[src/rtl/rtc_access_sched.sv]
// DS1302 access scheduler: serialises host time-set requests and periodic time polls
// into single-byte commands for the byte engine, with per-command timeout.
module rtc_access_sched #(
    parameter int unsigned POLL_DIV = 2400000,
    parameter int unsigned TIMEOUT  = 65535
) (
    input  logic       clk,
    input  logic       rst_n,
    input  logic       wr_req,
    input  logic [7:0] wr_hour,
    input  logic [7:0] wr_minute,
    input  logic [7:0] wr_second,
    output logic       wr_ack,
    output logic       wr_done,
    output logic       eng_req,
    output logic       eng_write,
    output logic [7:0] eng_addr,
    output logic [7:0] eng_wdata,
    input  logic       eng_ack,
    input  logic [7:0] eng_rdata,
    output logic [7:0] rd_hour,
    output logic [7:0] rd_minute,
    output logic [7:0] rd_second,
    output logic       time_valid,
    output logic       busy,
    output logic       err
);

    localparam int unsigned PollW = (POLL_DIV > 1) ? $clog2(POLL_DIV) : 1;
    localparam int unsigned WaitW = (TIMEOUT > 1) ? $clog2(TIMEOUT) : 1;
    localparam logic [PollW-1:0] PollLast = PollW'(POLL_DIV - 1);
    localparam logic [WaitW-1:0] WaitLast = WaitW'(TIMEOUT - 1);

    typedef enum logic [3:0] {
        StIdle,
        StWWpOff,
        StWHour,
        StWMin,
        StWSec,
        StWWpOn,
        StRSec,
        StRMin,
        StRHour,
        StCommit
    } state_e;

    state_e           state_q, state_d;
    logic [PollW-1:0] poll_cnt_q, poll_cnt_d;
    logic             poll_pend_q, poll_pend_d;
    logic             eng_req_q, eng_req_d;
    logic [WaitW-1:0] wait_q, wait_d;
    logic             wr_ack_q, wr_done_q, wr_done_d;
    logic             time_valid_q, time_valid_d;
    logic             err_q, err_d;
    logic [7:0]       wr_hour_q, wr_min_q;
    logic [6:0]       wr_sec_q;
    logic [7:0]       sh_hour_q, sh_min_q;
    logic [6:0]       sh_sec_q;
    logic [7:0]       rd_hour_q, rd_min_q;
    logic [6:0]       rd_sec_q;

    logic poll_tick, ack_ok, timeout_hit, cmd_state, grant_wr, grant_poll;

    assign poll_tick   = (poll_cnt_q == PollLast);
    // An ack only counts while a command is actually outstanding.
    assign ack_ok      = eng_req_q & eng_ack;
    assign timeout_hit = eng_req_q & ~eng_ack & (wait_q == WaitLast);

    always_comb begin
        state_d      = state_q;
        grant_wr     = 1'b0;
        grant_poll   = 1'b0;
        wr_done_d    = 1'b0;
        time_valid_d = 1'b0;
        err_d        = 1'b0;
        cmd_state    = 1'b1;
        unique case (state_q)
            StIdle: begin
                cmd_state = 1'b0;
                if (wr_req) begin
                    grant_wr = 1'b1;
                    state_d  = StWWpOff;
                end else if (poll_pend_q) begin
                    grant_poll = 1'b1;
                    state_d    = StRSec;
                end
            end
            StWWpOff: if (ack_ok) state_d = StWHour;
            StWHour:  if (ack_ok) state_d = StWMin;
            StWMin:   if (ack_ok) state_d = StWSec;
            StWSec:   if (ack_ok) state_d = StWWpOn;
            StWWpOn: begin
                if (ack_ok) begin
                    state_d   = StIdle;
                    wr_done_d = 1'b1;
                end
            end
            StRSec:  if (ack_ok) state_d = StRMin;
            StRMin:  if (ack_ok) state_d = StRHour;
            StRHour: if (ack_ok) state_d = StCommit;
            StCommit: begin
                cmd_state    = 1'b0;
                time_valid_d = 1'b1;
                state_d      = StIdle;
            end
            default: begin
                cmd_state = 1'b0;
                state_d   = StIdle;
            end
        endcase
        if (timeout_hit) begin
            state_d = StIdle;
            err_d   = 1'b1;
        end
    end

    // Request rises the cycle after state entry and falls the cycle after ack,
    // which guarantees a low cycle between consecutive commands.
    assign eng_req_d   = cmd_state & ~ack_ok & ~timeout_hit;
    assign wait_d      = eng_req_q ? wait_q + WaitW'(1) : '0;
    assign poll_cnt_d  = poll_tick ? '0 : poll_cnt_q + PollW'(1);
    assign poll_pend_d = poll_tick | (poll_pend_q & ~grant_poll);

    always_comb begin
        eng_write = 1'b0;
        eng_addr  = 8'h00;
        eng_wdata = 8'h00;
        case (state_q)
            StWWpOff: begin eng_write = 1'b1; eng_addr = 8'h8E; eng_wdata = 8'h00;             end
            StWHour:  begin eng_write = 1'b1; eng_addr = 8'h84; eng_wdata = wr_hour_q;         end
            StWMin:   begin eng_write = 1'b1; eng_addr = 8'h82; eng_wdata = wr_min_q;          end
            StWSec:   begin eng_write = 1'b1; eng_addr = 8'h80; eng_wdata = {1'b0, wr_sec_q};  end
            StWWpOn:  begin eng_write = 1'b1; eng_addr = 8'h8E; eng_wdata = 8'h80;             end
            StRSec:   eng_addr = 8'h81;
            StRMin:   eng_addr = 8'h83;
            StRHour:  eng_addr = 8'h85;
            default:  ;
        endcase
    end

    always_ff @(posedge clk or negedge rst_n) begin
        if (!rst_n) begin
            state_q      <= StIdle;
            poll_cnt_q   <= '0;
            poll_pend_q  <= 1'b0;
            eng_req_q    <= 1'b0;
            wait_q       <= '0;
            wr_ack_q     <= 1'b0;
            wr_done_q    <= 1'b0;
            time_valid_q <= 1'b0;
            err_q        <= 1'b0;
            wr_hour_q    <= '0;
            wr_min_q     <= '0;
            wr_sec_q     <= '0;
            sh_hour_q    <= '0;
            sh_min_q     <= '0;
            sh_sec_q     <= '0;
            rd_hour_q    <= '0;
            rd_min_q     <= '0;
            rd_sec_q     <= '0;
        end else begin
            state_q      <= state_d;
            poll_cnt_q   <= poll_cnt_d;
            poll_pend_q  <= poll_pend_d;
            eng_req_q    <= eng_req_d;
            wait_q       <= wait_d;
            wr_ack_q     <= grant_wr;
            wr_done_q    <= wr_done_d;
            time_valid_q <= time_valid_d;
            err_q        <= err_d;
            if (grant_wr) begin
                wr_hour_q <= wr_hour;
                wr_min_q  <= wr_minute;
                wr_sec_q  <= wr_second[6:0];
            end
            if (ack_ok) begin
                case (state_q)
                    StRSec:  sh_sec_q  <= eng_rdata[6:0];
                    StRMin:  sh_min_q  <= eng_rdata;
                    StRHour: sh_hour_q <= eng_rdata;
                    default: ;
                endcase
            end
            if (state_q == StCommit) begin
                rd_hour_q <= sh_hour_q;
                rd_min_q  <= sh_min_q;
                rd_sec_q  <= sh_sec_q;
            end
        end
    end

    assign wr_ack     = wr_ack_q;
    assign wr_done    = wr_done_q;
    assign eng_req    = eng_req_q;
    assign rd_hour    = rd_hour_q;
    assign rd_minute  = rd_min_q;
    assign rd_second  = {1'b0, rd_sec_q};
    assign time_valid = time_valid_q;
    assign busy       = (state_q != StIdle);
    assign err        = err_q;

endmodule

[config.mk]
export PLATFORM = sky130hd
export DESIGN_NAME = rtc_access_sched
export DESIGN_NICKNAME = d
export VERILOG_FILES = /design/src/rtl/rtc_access_sched.sv
export SDC_FILE = /design/constraint.sdc
export NUM_CORES = 1
export LEC_CHECK = 0
export BUFFER_PORTS_ARGS = -buffer_cell sky130_fd_sc_hd__buf_4
export CAP_MARGIN = 20
export CORE_MARGIN = 1.5
export CORE_UTILIZATION = 49
export CTS_CLUSTER_SIZE = 25
export DETAILED_ROUTE_END_ITERATION = 7
export PLACE_DENSITY_LB_ADDON = 0.05
export SLEW_MARGIN = 5
export SYNTH_ARGS = -nofsm -noshare
export SYNTH_HDL_FRONTEND = slang
export SYNTH_SLANG_ARGS = --single-unit
[constraint.sdc]
create_clock -name clk -period 1.9 [get_ports clk]
set_input_delay 0.19 -clock clk [delete_from_list [all_inputs] [get_ports clk]]
set_output_delay 0.19 -clock clk [all_outputs]
set_load 0.02 [all_outputs]
==> impl_metrics.yaml, run 1 <==
sta:
  finalCritPeriodShare: 1.12
  skew_ns: 0.00695
  fmax_mhz: 470
  fin_ws_ns: -0.228
  final-setup-viol-count: 13
  period_needed_ns: 2.13
  drv_slew: 0
  rsz0062_at_grt: "true"
  final_hold_viol_count: 0
synth:
  ys_types: 52
  syn_avg_cell_area_um2: 12.5
  synth_edf_count: 0
  synth_ff_type: "dfrtp_1"
  seq_area_frac_synth: 0.571
  syn_inst: 409
  yosysWarningCount: 0
  ys_seq_elements: 117
  mappedNetlistArea_um2: 5120
  ys_async_sr_fraction: 1.00
routing:
  dr_total_vias: 3787
  drc_errors: 0
  drtAntennaViolNets: 0
  vias_per_cell: 5.24
  wire_per_inst_um: 15.8
  drt_wl_total_um: 11400
  dr.first_iter.drc_count: 153
  dr.pass1.iters: 4
min_path:
  hold_path.class: "in -> reg"
run_status:
  status: "finished, violations left"
  failed_checks: "setup timing"
setup_path:
  crit_path_end_kind: "output pin"
  worst_setup_path_start_kind: "flop"
  worstSetupStartpoint: "state_q[0]$_DFFE_PN0P_"
  worstReg2RegStart: "state_q[2]$_DFFE_PN0P_"
  r2r_slack_ns: -0.11
  path_class: "reg -> out"
  regToRegEndpoint: "state_q[0]$_DFFE_PN0P_"
  r2r_cells: 5
  required_ns: 1.71
  cp-endpoint: "eng_wdata[5]"
  crit_arrival_ns: 1.94
  cp_max_fo: 5
cells_and_area:
  diodes: 0
  multi_input_area_um2: 2170
  area_growth_pct: 42.3
  finalNetCount: 613
  instances_no_fill: 723
  nFillCells: 711
  fin_util: 0.713
  drive_gt1_frac: 0.436
  seqCellArea_um2: 2930
clocking:
  cts_buffer_depth: 2
  clkLatencyLatePin_ns: 0.51
  clkTransAtPathRegs_ns: 0.05
  cts_buffers: 17
  clock-sinks: 117
  htreeDepth: 4
  cts_tree: "built"
  clockRootBuffer: "clkbuf_8"
place:
  post-place-ws_ns: -0.199
  gp_congestion: 0.769
  dp.final_hpwl_um: 6900
  port_buffers: 77
  dp.cells: 642
pwr:
  power.density_nw_per_um2: 1330
  vdd_drop_max_uv: 1060
  p_leak_uw: 0.00345
  power_uw: 9670
floorplanning:
  rows: 37
  core_um2: 10200
  start_util: 0.501
  fp.dieW_um: 105
  io_pins: 83
  dieArea_um2: 11100
  die_h_um: 105
grt:
  grt_overflow: 0
  grt_pass1_vias: 3987
  grt.total_usage: 0.221
  grt_first_pass_wirelength_um: 19100
  antenna_found_initial: 0
  grt_max_degree: 48
run:
  drv_cap: 0
metal layers:
layer,GRT usage,wire length [um]
met3,0.0588,456
met5,0,0
met2,0.371,5770
met1,0.274,4990
met4,0.0871,199
worst max-delay path, cell delays in order, from the launching register on:
cell	delay, ns
dfrtp_1	0.42
buf_6	0.16
nand2_4	0.06
nor3_4	0.05
buf_6	0.13
a222oi_1	0.36
inv_1	0.10
buf_6	0.15
where the power goes:
group | leakage, uW | internal, uW | total (uW) | switching, uW
Clock | 0.000269 | 1880 | 3050 | 1170
Combinational | 0.00164 | 1730 | 3210 | 1480
Sequential | 0.00154 | 3060 | 3410 | 346
Total | 0.00345 | 6680 | 9670 | 3000
worst min path at each step:
| stage | to | from | depth (start not counted) | slack [ns] |
|---|---|---|---|---|
| final | wr_done$_DFF_PN0_ | eng_ack | 3 | 0.02 |
| after floorplan | eng_req$_DFF_PN0_ | rst_n | 0 | -0.11 |
| after detailed placement | rd_minute[7]$_DFFE_PN0P_ | rst_n | 1 | 0.15 |
| after global routing | wr_done$_DFF_PN0_ | eng_ack | 3 | 0.02 |
| after CTS | wr_done$_DFF_PN0_ | eng_ack | 3 | 0.006 |
| after global placement | rd_minute[7]$_DFFE_PN0P_ | rst_n | 1 | 0.14 |
kinds of logic after synthesis:
family	share of synthesized area
AO/OA/AOI/OAI	0.0525
XOR/XNOR	0.0444
adder cells (fa/ha/maj)	0.00733
buffers and inverters	0.0298
flip-flops	0.571
multiplexers	0.158
other	0.000732
AND/OR/NAND/NOR	0.136
synthesized netlist by cell type (2+ instances only):
master    count  area, um2
dfrtp_1     117       2930
mux2_2       70        788
xnor2_1      21        184
nand2_1      17       63.8
nor2_1       16       60.1
inv_1        15       56.3
nand3_1      13       65.1
and2_1       12       75.1
o21ai_0      12       60.1
nand4_1      10       62.6
a222oi_1      7       70.1
clkbuf_1      7       26.3
nor3_1        7       35.0
nor4_1        7       43.8
a21oi_1       5       25.0
buf_2         5       25.0
nor2b_1       5       31.3
xor2_1        5       43.8
and4_1        4       35.0
buf_4         4       30.0
nand2b_1      4       25.0
or3_1         4       25.0
or4_1         4       30.0
a21boi_0      3       22.5
and3_1        3       18.8
ha_1          3       37.5
mux2i_1       2       20.0
nand3b_1      2       15.0
o31ai_1       2       15.0
state kept, by name (all words and copies together), names as in the netlist, 8 cells and up:
register / cells
wr_hour_q: 8
rd_hour: 8
poll_cnt_q: 22
sh_hour_q: 8
sh_min_q: 8
wait_q: 16
rd_minute: 8
wr_min_q: 8
metrics by stage:
step           instance area (um2)  hold WS, ns  TNS [ns]
5_1_grt                       7290       0.0163     -3.05
4_1_cts                       7240      0.00622     -1.31
3_5_place_dp                  6090        0.151     -2.27
6_report                      7290       0.0216     -1.77
2_1_floorplan                 5130       -0.106    -0.252
3_3_place_gp                  6090        0.145     -1.15
cells in the final DEF (no fill, tap or decap), drive strengths merged, types with 5 or more instances in the layout:
master / synthesis / routed
buf: 11 / 127
dfrtp: 117 / 117
mux2: 70 / 70
dlygate4sd3: 0 / 33
xnor2: 21 / 21
clkbuf: 7 / 19
nor2: 18 / 19
inv: 15 / 18
nand2: 17 / 17
nand3: 14 / 14
o21ai: 12 / 12
and2: 12 / 12
nand4: 11 / 11
a222oi: 7 / 7
nor4: 7 / 7
nor3: 7 / 7
a21oi: 6 / 6
nor2b: 5 / 5
xor2: 5 / 5
clkinv: 0 / 5
or4: 5 / 5
timing repair:
item                       in CTS  in global routing
gates resized for setup        36                  7
pin swaps                      17                 15
hold endpoints to repair      155                  0
cloned                          1                  0
hold buffers                   33                  0
setup endpoints to repair      23                 26
buffers inserted               13                  4
area by class of cell:
class                   count  area share
flip-flops and latches    117       0.402
multi-input cells         263       0.298
repair buffers            160       0.191
clock buffers              19      0.0578
well taps                 136      0.0233
clock inverters            13      0.0204
inverters                  15     0.00772
(Power assumes the default switching activity.)
==> run 2: changes to the inputs <==
Settings changed: MAX_ROUTING_LAYER from default to met4.
==> run 2 against run 1 <==
  * The run still ends with setup timing left
  * Core utilization stayed put
  * Final cell count stayed put
  * Via count is 0.34% higher
  * Power hardly changed
  * Clock skew hardly changed
  * First-iteration DRC count is 14% higher
  * Count of clock-buffer cells in the layout stayed put
  * Sequential power hardly changed
  * Clock power hardly changed
  * Critical endpoint unchanged
  * Largest cell class unchanged
  * Highest routed layer unchanged
==> impl_metrics.yaml, run 2 (same netlist as run 1, synthesis figures left out) <==
sta:
  final_hold_viol_count: 0
  rsz0062_at_grt: "true"
  drv_slew: 0
  fin_ws_ns: -0.247
  fmax_mhz: 466
  skew_ns: 0.00688
  period_needed_ns: 2.15
  finalCritPeriodShare: 1.13
  final-setup-viol-count: 13
  finalSetupTns_ns: -1.85
  hold_ws_ns: 0.0231
grt:
  grt_max_degree: 48
  use_met3: 0.0569
  grt-busiest-layer: "met2"
  antenna_found_initial: 0
  grt_first_pass_wirelength_um: 19100
  grt_overflow: 0
  grt.total_usage: 0.228
  met1_usage: 0.273
  grt_pass1_vias: 3996
  grt_use_met2: 0.373
run:
  drv_cap: 0
routing:
  wire_per_inst_um: 15.8
  vias_per_cell: 5.26
  dr.pass1.iters: 5
  drc_errors: 0
  drt_wl_total_um: 11400
  dr.first_iter.drc_count: 175
  dr_total_vias: 3800
  drtAntennaViolNets: 0
min_path:
  hold_path.class: "in -> reg"
  whs_path_depth: 3
cells_and_area:
  seqCellArea_um2: 2930
  final_common_cell: "dfrtp_1"
  reg_top3: "poll_cnt_q (22), wait_q (16)"
  nFillCells: 711
  top_register: "poll_cnt_q"
  area_growth_pct: 42.3
  largest_reg_flops: 22
  instances_no_fill: 723
  multi_input_area_um2: 2170
  drive_gt1_frac: 0.436
  final_cell_mix: "dfrtp_1 (114), buf_4 (107), mux2_2 (69)"
  finalNetCount: 613
  diodes: 0
pwr:
  power_switching_uw: 3000
  power_uw: 9670
  p_leak_uw: 0.00345
  p_int_uw: 6680
  vdd_drop_max_uv: 1060
  p_comb_frac: 0.333
  swShare: 0.310
  p_clk_frac: 0.315
  p_seq_frac: 0.352
  power.density_nw_per_um2: 1330
floorplanning:
  start_util: 0.501
  fp.dieW_um: 105
  dieArea_um2: 11100
  rows: 37
  die_h_um: 105
  io_pins: 83
  core_um2: 10200
setup_path:
  cp_max_fo: 5
  crit_path_end_kind: "output pin"
  required_ns: 1.71
  crit_arrival_ns: 1.96
  worst_setup_path_start_kind: "flop"
  path_class: "reg -> out"
  r2r_cells: 5
place:
  dp.cells: 642
  dp.final_hpwl_um: 6900
  post-place-ws_ns: -0.199
  gp_congestion: 0.780
  port_buffers: 77
clocking:
  cts_buffer_depth: 2
  htreeDepth: 4
  clockRootBuffer: "clkbuf_8"
  cts_tree: "built"
  clkTransAtPathRegs_ns: 0.05
  cts_buffers: 17
  clkLatencyLatePin_ns: 0.51
  clock-sinks: 117
run_status:
  failed_checks: "setup timing"
  status: "finished, violations left"
==> run 2: layout make-up <==
class / instances / share of cell area
flip-flops and latches: 117 / 0.402
multi-input cells: 263 / 0.298
repair buffers: 160 / 0.191
clock buffers: 19 / 0.0578
well taps: 136 / 0.0233
clock inverters: 13 / 0.0204
inverters: 15 / 0.00772
==> run 2: timing repair <==
item | CTS | global route
pin swaps | 17 | 15
hold buffers | 33 | 0
setup buffers | 13 | 4
gates cloned | 1 | 0
setup endpoints to repair | 23 | 26
resized for setup | 36 | 7
endpoints found under the hold margin | 155 | 0
==> run 2: stage by stage <==
stage | utilization | cell area [um2]
final | 0.713 | 7290
after global placement | 0.595 | 6090
after global routing | 0.713 | 7290
after floorplan | - | 5130
after CTS | 0.708 | 7240
after detailed placement | 0.595 | 6090
==> run 2: critical path: stages (launching register included) <==
cell and delay (ns):
dfrtp_1 0.42, buf_6 0.16, nand2_4 0.06, nor3_4 0.05, buf_6 0.13, a222oi_1 0.37, inv_1 0.11, buf_6 0.15
==> run 2: worst paths after layout <==
check	slack [ns]	start	to
setup / recovery	-0.25	state_q[0]$_DFFE_PN0P_	eng_wdata[5]
hold / removal	0.02	eng_ack	wr_done$_DFF_PN0_
hold reg to reg	0.49	wait_q[0]$_DFF_PN0_	wait_q[0]$_DFF_PN0_
max in group asynchronous	1.14	rst_n	state_q[2]$_DFFE_PN0P_
setup reg to reg	-0.11	state_q[2]$_DFFE_PN0P_	state_q[0]$_DFFE_PN0P_
min in group asynchronous	0.16	rst_n	rd_minute[7]$_DFFE_PN0P_
==> run 2: routing by layer <==
| metal | wire [um] | part of all wire |
|---|---|---|
| met4 | 197 | 0.017 |
| met1 | 5030 | 0.44 |
| met5 | 0 | 0 |
| met2 | 5770 | 0.51 |
| met3 | 412 | 0.036 |
==> run 2: power by group through the flow <==
stage,combinational (uW),clock [uW],sequential [uW]
floorplan,1570,0,3410
global placement,2610,0,3410
detailed placement,2650,0,3430
CTS,3130,3110,3400
global route,3430,3210,3480
finish,3220,3050,3410
